### config.mk
export PLATFORM = sky130hd
export DESIGN_NAME = uart_program_loader
export DESIGN_NICKNAME = d
export VERILOG_FILES = /design/src/rtl/uart_program_loader.sv
export SDC_FILE = /design/constraint.sdc
export NUM_CORES = 1
export LEC_CHECK = 0
export CAP_MARGIN = 0
export CORE_ASPECT_RATIO = 1.5
export CORE_MARGIN = 2
export CORE_UTILIZATION = 45
export CTS_CLUSTER_SIZE = 10
export DETAILED_ROUTE_END_ITERATION = 16
export PLACE_DENSITY = 0.66
export SYNTH_ARGS = -nofsm -noshare
export SYNTH_HDL_FRONTEND = slang
export SYNTH_SLANG_ARGS = --single-unit
### constraint.sdc
create_clock -name clk -period 4.6 [get_ports clk]
set_input_delay 1.38 -clock clk [delete_from_list [all_inputs] [get_ports clk]]
set_output_delay 1.38 -clock clk [all_outputs]
set_load 0.005 [all_outputs]
### src/rtl/uart_program_loader.sv
// UART (8N1) boot loader: receives a length-prefixed program, writes 16-bit words to instruction memory,
// then releases the CPU reset. Define LOADER_CHECKSUM_EN to require a trailing XOR checksum byte.
module uart_program_loader #(
   parameter int unsigned CLKS_PER_BIT = 104,
   parameter int unsigned ADDR_WIDTH   = 12
) (
   input  logic                  clk,
   input  logic                  reset,
   input  logic                  rx,
   output logic                  rom_write,
   output logic [ADDR_WIDTH-1:0] rom_address,
   output logic [15:0]           rom_data,
   output logic                  cpu_reset,
   output logic                  loading,
   output logic                  error
);

   localparam int unsigned CNT_W = (CLKS_PER_BIT > 1) ? $clog2(CLKS_PER_BIT) : 1;
   localparam int unsigned HALF  = CLKS_PER_BIT / 2;

   typedef enum logic [1:0] {
      RX_IDLE  = 2'd0,
      RX_START = 2'd1,
      RX_DATA  = 2'd2,
      RX_STOP  = 2'd3
   } rx_state_e;

   typedef enum logic [2:0] {
      S_LEN_HI  = 3'd0,
      S_LEN_LO  = 3'd1,
      S_DATA_HI = 3'd2,
      S_DATA_LO = 3'd3,
      S_RUN     = 3'd4,
      S_ERROR   = 3'd5
`ifdef LOADER_CHECKSUM_EN
      ,
      S_CHECK   = 3'd6
`endif
   } ld_state_e;

   // ---------------------------------------------------------------- receiver
   logic             rx_meta_q, rx_sync_q;
   rx_state_e        rx_state_q, rx_state_d;
   logic [CNT_W-1:0] bit_cnt_q, bit_cnt_d;
   logic [2:0]       bit_idx_q, bit_idx_d;
   logic [7:0]       shift_q, shift_d;
   logic [7:0]       byte_q, byte_d;
   logic             byte_valid_q, byte_valid_d;
   logic             frame_err_q, frame_err_d;

   // rx is asynchronous to clk; two flops before first use
   always_ff @(posedge clk or posedge reset) begin
      if (reset) begin
         rx_meta_q <= 1'b1;
         rx_sync_q <= 1'b1;
      end else begin
         rx_meta_q <= rx;
         rx_sync_q <= rx_meta_q;
      end
   end

   always_ff @(posedge clk or posedge reset) begin
      if (reset) begin
         rx_state_q   <= RX_IDLE;
         bit_cnt_q    <= '0;
         bit_idx_q    <= 3'd0;
         shift_q      <= 8'd0;
         byte_q       <= 8'd0;
         byte_valid_q <= 1'b0;
         frame_err_q  <= 1'b0;
      end else begin
         rx_state_q   <= rx_state_d;
         bit_cnt_q    <= bit_cnt_d;
         bit_idx_q    <= bit_idx_d;
         shift_q      <= shift_d;
         byte_q       <= byte_d;
         byte_valid_q <= byte_valid_d;
         frame_err_q  <= frame_err_d;
      end
   end

   always_comb begin
      rx_state_d   = rx_state_q;
      bit_cnt_d    = bit_cnt_q;
      bit_idx_d    = bit_idx_q;
      shift_d      = shift_q;
      byte_d       = byte_q;
      byte_valid_d = 1'b0;
      frame_err_d  = 1'b0;
      case (rx_state_q)
         RX_IDLE: begin
            if (!rx_sync_q) begin
               rx_state_d = RX_START;
               bit_cnt_d  = '0;
            end
         end
         RX_START: begin
            // mid-bit resample rejects glitches shorter than half a bit
            if (bit_cnt_q == CNT_W'(HALF - 1)) begin
               bit_cnt_d = '0;
               if (rx_sync_q) begin
                  rx_state_d = RX_IDLE;
               end else begin
                  rx_state_d = RX_DATA;
                  bit_idx_d  = 3'd0;
               end
            end else begin
               bit_cnt_d = bit_cnt_q + CNT_W'(1);
            end
         end
         RX_DATA: begin
            if (bit_cnt_q == CNT_W'(CLKS_PER_BIT - 1)) begin
               bit_cnt_d = '0;
               shift_d   = {rx_sync_q, shift_q[7:1]};
               if (bit_idx_q == 3'd7) begin
                  rx_state_d = RX_STOP;
               end else begin
                  bit_idx_d = bit_idx_q + 3'd1;
               end
            end else begin
               bit_cnt_d = bit_cnt_q + CNT_W'(1);
            end
         end
         RX_STOP: begin
            if (bit_cnt_q == CNT_W'(CLKS_PER_BIT - 1)) begin
               bit_cnt_d  = '0;
               rx_state_d = RX_IDLE;
               if (rx_sync_q) begin
                  byte_valid_d = 1'b1;
                  byte_d       = shift_q;
               end else begin
                  frame_err_d = 1'b1;
               end
            end else begin
               bit_cnt_d = bit_cnt_q + CNT_W'(1);
            end
         end
         default: rx_state_d = RX_IDLE;
      endcase
   end

   // ---------------------------------------------------------------- loader FSM
   ld_state_e             state_q, state_d;
   logic [15:0]           len_q, len_d;
   logic [7:0]            hi_q, hi_d;
   logic [ADDR_WIDTH-1:0] idx_q, idx_d;
   logic [15:0]           words_q, words_d;
   logic                  rom_write_q, rom_write_d;
   logic [ADDR_WIDTH-1:0] rom_address_q, rom_address_d;
   logic [15:0]           rom_data_q, rom_data_d;
   logic                  cpu_reset_q, cpu_reset_d;
   logic                  loading_q, loading_d;
   logic                  error_q, error_d;
`ifdef LOADER_CHECKSUM_EN
   logic [7:0]            csum_q, csum_d;

   always_ff @(posedge clk or posedge reset) begin
      if (reset) csum_q <= 8'd0;
      else       csum_q <= csum_d;
   end
`endif

   always_ff @(posedge clk or posedge reset) begin
      if (reset) begin
         state_q       <= S_LEN_HI;
         len_q         <= 16'd0;
         hi_q          <= 8'd0;
         idx_q         <= '0;
         words_q       <= 16'd0;
         rom_write_q   <= 1'b0;
         rom_address_q <= '0;
         rom_data_q    <= 16'd0;
         cpu_reset_q   <= 1'b1;
         loading_q     <= 1'b0;
         error_q       <= 1'b0;
      end else begin
         state_q       <= state_d;
         len_q         <= len_d;
         hi_q          <= hi_d;
         idx_q         <= idx_d;
         words_q       <= words_d;
         rom_write_q   <= rom_write_d;
         rom_address_q <= rom_address_d;
         rom_data_q    <= rom_data_d;
         cpu_reset_q   <= cpu_reset_d;
         loading_q     <= loading_d;
         error_q       <= error_d;
      end
   end

   always_comb begin
      state_d       = state_q;
      len_d         = len_q;
      hi_d          = hi_q;
      idx_d         = idx_q;
      words_d       = words_q;
      rom_write_d   = 1'b0;
      rom_address_d = rom_address_q;
      rom_data_d    = rom_data_q;
`ifdef LOADER_CHECKSUM_EN
      csum_d        = csum_q;
`endif
      if (frame_err_q) begin
         state_d = S_ERROR;
      end else if (byte_valid_q) begin
         case (state_q)
            // a byte while running starts a fresh load
            S_LEN_HI, S_RUN: begin
               len_d   = {byte_q, len_q[7:0]};
               state_d = S_LEN_LO;
            end
            S_LEN_LO: begin
               len_d   = {len_q[15:8], byte_q};
               idx_d   = '0;
               words_d = 16'd0;
`ifdef LOADER_CHECKSUM_EN
               csum_d  = 8'd0;
`endif
               if ({len_q[15:8], byte_q} == 16'd0) begin
`ifdef LOADER_CHECKSUM_EN
                  state_d = S_CHECK;
`else
                  state_d = S_RUN;
`endif
               end else begin
                  state_d = S_DATA_HI;
               end
            end
            S_DATA_HI: begin
               hi_d    = byte_q;
`ifdef LOADER_CHECKSUM_EN
               csum_d  = csum_q ^ byte_q;
`endif
               state_d = S_DATA_LO;
            end
            S_DATA_LO: begin
               rom_write_d   = 1'b1;
               rom_data_d    = {hi_q, byte_q};
               rom_address_d = idx_q;
               idx_d         = idx_q + ADDR_WIDTH'(1);
               words_d       = words_q + 16'd1;
`ifdef LOADER_CHECKSUM_EN
               csum_d        = csum_q ^ byte_q;
`endif
               if (words_q == len_q - 16'd1) begin
`ifdef LOADER_CHECKSUM_EN
                  state_d = S_CHECK;
`else
                  state_d = S_RUN;
`endif
               end else begin
                  state_d = S_DATA_HI;
               end
            end
`ifdef LOADER_CHECKSUM_EN
            S_CHECK: begin
               state_d = (byte_q == csum_q) ? S_RUN : S_ERROR;
            end
`endif
            default: ;
         endcase
      end
      // outputs are registered from the next state so they track state_q
      cpu_reset_d = (state_d != S_RUN);
      loading_d   = (state_d == S_LEN_LO) || (state_d == S_DATA_HI) || (state_d == S_DATA_LO)
`ifdef LOADER_CHECKSUM_EN
                    || (state_d == S_CHECK)
`endif
                    ;
      error_d     = error_q || (state_d == S_ERROR);
   end

   assign rom_write   = rom_write_q;
   assign rom_address = rom_address_q;
   assign rom_data    = rom_data_q;
   assign cpu_reset   = cpu_reset_q;
   assign loading     = loading_q;
   assign error       = error_q;

endmodule
==> summary.md, run 1 <==
| Metric | Value |
|---|---|
| Setup Fix Bufs, Post-CTS | `0` |
| Chip height | `141 um` |
| DRC | `0` |
| WHS | `355 ps` |
| Vias per cell | `about 5.6` |
| Initial drt markers | `between 200 and 250` |
| First-pass GRT wire length | `between 15,000 and 20,000 um` |
| # clock sinks | `roughly 120` |
| H-tree depth | `4` |
| DRT antenna net count | `0` |
| Skew final | `between 5 and 6 ps` |
| Reg-to-reg endpoint | `state_q[1]$_DFF_PP0_` |
| Syn Nets | `approximately 510` |
| Crit-path max cell delay | `roughly 560 ps` |
| Area after DPL | `just over 6000 um2` |
| Worst-margin pin slew | `1090 ps` |
| Gr ovfl total | `0` |
| Setup TNS | `0 ps` |
| Worst rel slew slack | `about a quarter` |
| P&R area growth vs syn | `20.0%` |
| Cell row count | `50` |
| Worst Path Arrival | `3180 ps` |
| Clock Tree Root | `clkbuf_16` |
| Clk_lat worst skew | `410 ps` |
| Share of layout cells above drive strength 1 | `roughly 22%` |
| Pre-antenna DRT Iters | `4` |
| Crit Path Max Fanout | `5` |
| Wirelength per Cell | `approximately 17 um` |
| Leakage | `slightly above 3 nW` |
| CTS Hold Bufs | `0` |
| Die Area | `13,400 um2` |
| EDFF count, synth | `0` |
| Max-capacitance violation count | `0` |
| Fin crit share | `62.9%` |
| Core area | `12,300 um2` |
| Diodes inserted | `0` |
| Stages on worst setup path | `9` |
| CTS Buf Count | `17` |
| Max frequency | `346 MHz` |
| Multi-input gate area | `2490 um2` |
| Synth Register Bits | `between 100 and 150` |
| Status | `finished clean` |
| Post-CTS sizing | `0` |
| Max VDD drop | `0.000318 V` |
| Global Route Usage Sum | `19.3%` |
| Fin. Hold Viols | `0` |
| Fillers | `1,029` |
| Gpl congestion | `0.897` |
| Setup Viol. Count Final | `0` |
| # port buffers | `34` |
| FF-to-FF path depth | `9` |
| RSZ-0062 raised after global routing | `no` |
| CTS tree | `built` |
| Final instance area | `between 6000 and 7000 um2` |
| Commonest non-fill, non-tap cell in the layout | `dfrtp_1` |
| Ys flop type | `dfrtp_1` |
| Ys async rst share | `between 90% and 100%` |
| Register area share after synthesis | `between 50% and 60%` |
| Hold depth | `0` |
| Syn avg cell area | `approximately 11 um2` |
| Detailed Place HPWL | `roughly 8200 um` |
| Slack of the worst reg-to-reg path | `around 1700 ps` |
| Nets | `about 540` |
| Worst r2r src | `len_q[0]$_DFFE_PP0P_` |
| Pwr Density | `375 nW/um2` |
| Hold Path Origin | `rx_meta_q$_DFF_PP1_` |
| Starting Density | `a little under half` |
| Ys Warns | `0` |
| # IOs | `35` |
| Yosys cell types | `56` |
| Most frequent cells in the layout | `116 x dfrtp_1, 70 x mux2_2, 45 x nand2_1, 34 x clkdlybuf4s50_1, 32 x nor2_1` |
| Routed vias | `between 3,000 and 4,000` |
| Maximum number of pins on one net before global-route repair | `64` |
| CP bufs+invs | `1` |
| CP Class | `reg -> reg` |
| Cell family with most CP delay | `simple AND/OR/NAND/NOR gates` |
| Initial antenna violation count | `0` |
| Total Power | `between 2 and 3 mW` |
| WL final | `about 12,000 um` |
| WHS Endpoint | `rx_sync_q$_DFF_PP1_` |
| Slew Viols, Final | `0` |
| CP required | `4890 ps` |
| Crit path cell chain | `inv_1, ha_1, or4b_4, o41ai_1, o32a_1, mux2i_1, or4_4, o21bai_2, nor2_1` |
| Hold Path Class | `reg -> reg` |
| Worst path slowest cell | `or4_4` |
| Die W | `~95 um` |
| Synth Instances | `500` |
| Clock buffer depth | `2` |
| Number of global-route vias before repair | `approximately 4,100` |
| Total area of sequential cells | `between 2000 and 3000 um2` |
| Crit end category | `register` |
| Netlist Area Pre-Place | `about 5600 um2` |
| Fin util | `a little over half` |
| Critical Path Start Type | `register` |
| Post-layout minimum cycle time | `2890 ps` |
| Clock transition at path regs | `about 50 ps` |
worst register-to-register path: cells and delay by family, from the launching register on:
family	cells	cell delay, ps
adder cells (fa/ha/maj)	1	260
multiplexers	1	70
AO/OA/AOI/OAI	3	770
flip-flops	1	420
AND/OR/NAND/NOR	3	1150
buffers and inverters	1	100
state kept, by name, indices dropped and copies added (netlist names), 3 cells and up, named ones only:
name         flops
byte_q           8
shift_q          8
rom_data        16
hi_q             8
rom_address     12
bit_cnt_q        7
words_q         16
len_q           16
idx_q           12
state_q          3
bit_idx_q        3
worst max-delay path by stage:
stage,start,to
floorplan,reset,async pin
global placement,reset,rx_meta_q$_DFF_PP1_
detailed placement,len_q[0]$_DFFE_PP0P_,state_q[1]$_DFF_PP0_
CTS,len_q[0]$_DFFE_PP0P_,state_q[1]$_DFF_PP0_
global route,len_q[0]$_DFFE_PP0P_,state_q[1]$_DFF_PP0_
finish,len_q[0]$_DFFE_PP0P_,state_q[1]$_DFF_PP0_
where the power goes:
part	switching, mW	internal [mW]	leakage (nW)
Sequential	0.000829	1.05	1.64
Combinational	0.0204	0.00360	1.15
Clock	0.469	0.989	0.317
Total	0.490	2.04	3.10
per-stage QoR:
step / cells / setup WS (ps)
2_1_floorplan: 500 / 67.5
3_3_place_gp: 670 / 1850
3_5_place_dp: 670 / 1750
4_1_cts: 701 / 1710
5_1_grt: 701 / 1580
6_report: 701 / 1710
cell usage after synthesis, types with 3 or more instances:
cell        n  area, um2
xnor2_1    19        166
nand3_1    15       75.1
nor3b_1     5       37.5
buf_1       3       11.3
mux2_2     70        788
nand2b_1    4       25.0
a21oi_1    14       70.1
nor2b_1     3       18.8
nor4_1      8       50.1
a31oi_1     3       18.8
dfrtp_1   116       2900
nor3_1     10       50.1
ha_1        6       75.1
nand4_1     7       43.8
and3b_1     4       35.0
inv_1      13       48.8
and3_1      7       43.8
or4_4       3       33.8
dfstp_2     3       78.8
nor2_1     33        124
o31ai_1     3       22.5
nand2_1    45        169
xor2_1     13        114
or3_1       8       50.1
o21ai_0    28        140
clkbuf_1   17       63.8
a22o_1      3       26.3
final cells by class:
cell class | instances | area share, %
sequential | 119 | 44.2
multi-input combinational | 345 | 36.9
clock buffer | 20 | 6.77
timing repair buffer | 37 | 5.57
tap | 156 | 2.89
clock inverter | 11 | 2.88
inverter | 13 | 0.761
kinds of logic (layout without fill, tap and decap cells):
| group | count (synthesis) | count (layout) | synth area share (%) |
|---|---|---|---|
| simple gates | 164 | 164 | 15.2 |
| flops | 119 | 119 | 53.0 |
| mux | 72 | 72 | 14.4 |
| compound gates | 70 | 70 | 8.06 |
| buf+inv | 36 | 81 | 2.69 |
| xor+xnor | 33 | 33 | 5.28 |
| fa+ha+maj | 6 | 6 | 1.34 |
per-layer routing:
metal  vias up  share of wire (%)  routed length [um]  global-route usage, %
met2        85                 54                6400                   33.5
met4         0                3.3                 394                   10.1
met3        28                3.0                 353                   4.97
met1      1961                 39                4620                   21.4
li1       1861                  -                   -                      -
met5         -                  0                   0                      0
(Power assumes the default switching activity.)
==> run 2, diff against run 1 <==
- PLACE_DENSITY: 0.66 -> default
- clock period: 4.6 -> 3 ns (I/O delays scaled with it)
==> summary.md, run 2 (synthesis results as in run 1) <==
| Metric | Value |
|---|---|
| Status | `finished clean` |
| Stages on worst setup path | `9` |
| Setup Viol. Count Final | `0` |
| CTS Hold Bufs | `0` |
| Detailed Place HPWL | `around 8400 um` |
| Slack of the worst reg-to-reg path | `approximately 140 ps` |
| Initial antenna violation count | `0` |
| Max frequency | `roughly 350 MHz` |
| Pre-antenna DRT Iters | `5` |
| Initial drt markers | `between 200 and 250` |
| Crit-path max cell delay | `530 ps` |
| Worst rel slew slack | `roughly 50%` |
| P_sw | `roughly 850 uW` |
| RSZ-0062 raised after global routing | `no` |
| Commonest non-fill, non-tap cell in the layout | `dfrtp_1` |
| Crit end category | `register` |
| Wirelength per Cell | `17.0 um` |
| CP Class | `reg -> reg` |
| Vias per cell | `between 5 and 6` |
| Diodes inserted | `0` |
| Final Non-Filler Cells | `approximately 710` |
| Number of global-route vias before repair | `approximately 4,000` |
| CP bufs+invs | `1` |
| Die W | `95.3 um` |
| Leakage | `~3.1 nW` |
| Worst path slowest cell | `or4b_4` |
| P&R area growth vs syn | `20.1%` |
| Fin. Hold Viols | `0` |
| Max VDD drop | `~0.00038 V` |
| Switching share of power | `between 20% and 30%` |
| Comb pwr share | `around 1%` |
| Hold Path Class | `reg -> reg` |
| Pwr Density | `between 500 and 600 nW/um2` |
| CP dominant cell by count | `or4_4` |
| Max-capacitance violation count | `0` |
| First-pass GRT wire length | `slightly above 20,000 um` |
| Cell row count | `50` |
| Post-layout minimum cycle time | `2860 ps` |
| Power share of the clock group | `54.7%` |
| Most frequent cells in the layout | `116 x dfrtp_1, 70 x mux2_2, 45 x nand2_1, 34 x clkdlybuf4s50_1, 32 x nor2_1` |
| Clock buffer depth | `2` |
| DRC | `0` |
| Share of layout cells above drive strength 1 | `approximately a quarter` |
| # IOs | `35` |
| Hold depth | `0` |
| # clock sinks | `119` |
| Clock transition at path regs | `60 ps` |
| Setup TNS | `0 ps` |
| Reg-to-reg endpoint | `loading$_DFF_PP0_` |
| Gpl congestion | `roughly 0.90` |
| Core area | `~12,000 um2` |
| DRT antenna net count | `0` |
| Hold Path Origin | `rx_meta_q$_DFF_PP1_` |
| Crit Path Max Fanout | `5` |
| Global Route Usage Sum | `between 10% and 20%` |
| CTS tree | `built` |
| Cell family with most CP delay | `simple AND/OR/NAND/NOR gates` |
| Crit path cell chain | `inv_1, ha_1, or4b_4, or4_4, xnor2_2, nand4_1, or4_4, a21oi_4, a21oi_1` |
| Routed vias | `3,935` |
| Die Area | `13,400 um2` |
| Clk_lat worst skew | `410 ps` |
| Worst r2r src | `len_q[0]$_DFFE_PP0P_` |
| Internal | `approximately 2.8 mW` |
| Fin crit share | `95.4%` |
| WL final | `about 12,000 um` |
| Placed Cells | `between 600 and 700` |
| CP required | `between 3000 and 4000 ps` |
| # port buffers | `34` |
| Chip height | `about 140 um` |
| Worst-margin pin slew | `about 750 ps` |
| Worst Path Arrival | `around 3200 ps` |
| FF-to-FF path depth | `9` |
| Maximum number of pins on one net before global-route repair | `120` |
| Clock Tree Root | `clkbuf_16` |
| Nets | `around 550` |
| Critical Path Start Type | `register` |
| Gr ovfl total | `0` |
| H-tree depth | `4` |
| Flop pwr share | `44.3%` |
| Skew final | `approximately 11 ps` |
| WHS Endpoint | `rx_sync_q$_DFF_PP1_` |
| CTS Buf Count | `17` |
| Slew Viols, Final | `0` |
| Starting Density | `a little under half` |
[run 2: cell types whose count changed in the layout (fill, tap and decap cells not counted), sizes merged]
cell	before	now
buf	3	12
inv	15	20
bufinv	5	1
clkbuf	20	17
clkinvlp	1	4
[run 2: stage by stage]
step,utilization [%],hold WS [ps],worst slack (ps),instance area [um2],total power [mW]
5_1_grt,54.8,364,19.7,6750,3.75
4_1_cts,54.7,355,154,6740,3.67
3_5_place_dp,50.0,347,168,6160,1.68
6_report,54.8,354,139,6750,3.63
3_3_place_gp,50.0,347,243,6160,1.68
2_1_floorplan,-,345,363,5620,1.66
[run 2: layout make-up]
class                           count  area, um2
Clock buffer                       17        425
Clock inverter                     15        156
Fill cell                        1065       5570
Inverter                           13       52.6
Multi-Input combinational cell    345       2500
Sequential cell                   119       2980
Tap cell                          156        195
Timing Repair Buffer               46        443
[run 2: worst max-delay path by stage]
| stage | startpoint | end |
|---|---|---|
| floorplan | len_q[0]$_DFFE_PP0P_ | loading$_DFF_PP0_ |
| global placement | len_q[0]$_DFFE_PP0P_ | state_q[1]$_DFF_PP0_ |
| detailed placement | len_q[0]$_DFFE_PP0P_ | loading$_DFF_PP0_ |
| CTS | len_q[0]$_DFFE_PP0P_ | loading$_DFF_PP0_ |
| global route | len_q[0]$_DFFE_PP0P_ | state_q[1]$_DFF_PP0_ |
| finish | len_q[0]$_DFFE_PP0P_ | loading$_DFF_PP0_ |
[run 2: power by group through the flow]
stage	Combinational, mW	Sequential (mW)	Clock [mW]
2_1_floorplan	0.0240	1.64	0
3_3_place_gp	0.0388	1.64	0
3_5_place_dp	0.0399	1.64	0
4_1_cts	0.0397	1.61	2.02
5_1_grt	0.0443	1.61	2.10
6_report	0.0364	1.61	1.99
[run 2: layer usage]
layer  routed length (um)  vias to the layer above  track usage, %
met3                  250                       27            4.49
met1                 4880                     1982            22.5
li1                     -                     1867               -
met2                 6640                       59            34.5
met4                  330                        0            8.62
met5                    0                        -               0
[run 2: repair_timing]
item,CTS,global route
setup buffers,0,0
setup endpoints to repair,0,2
resized for setup,0,1
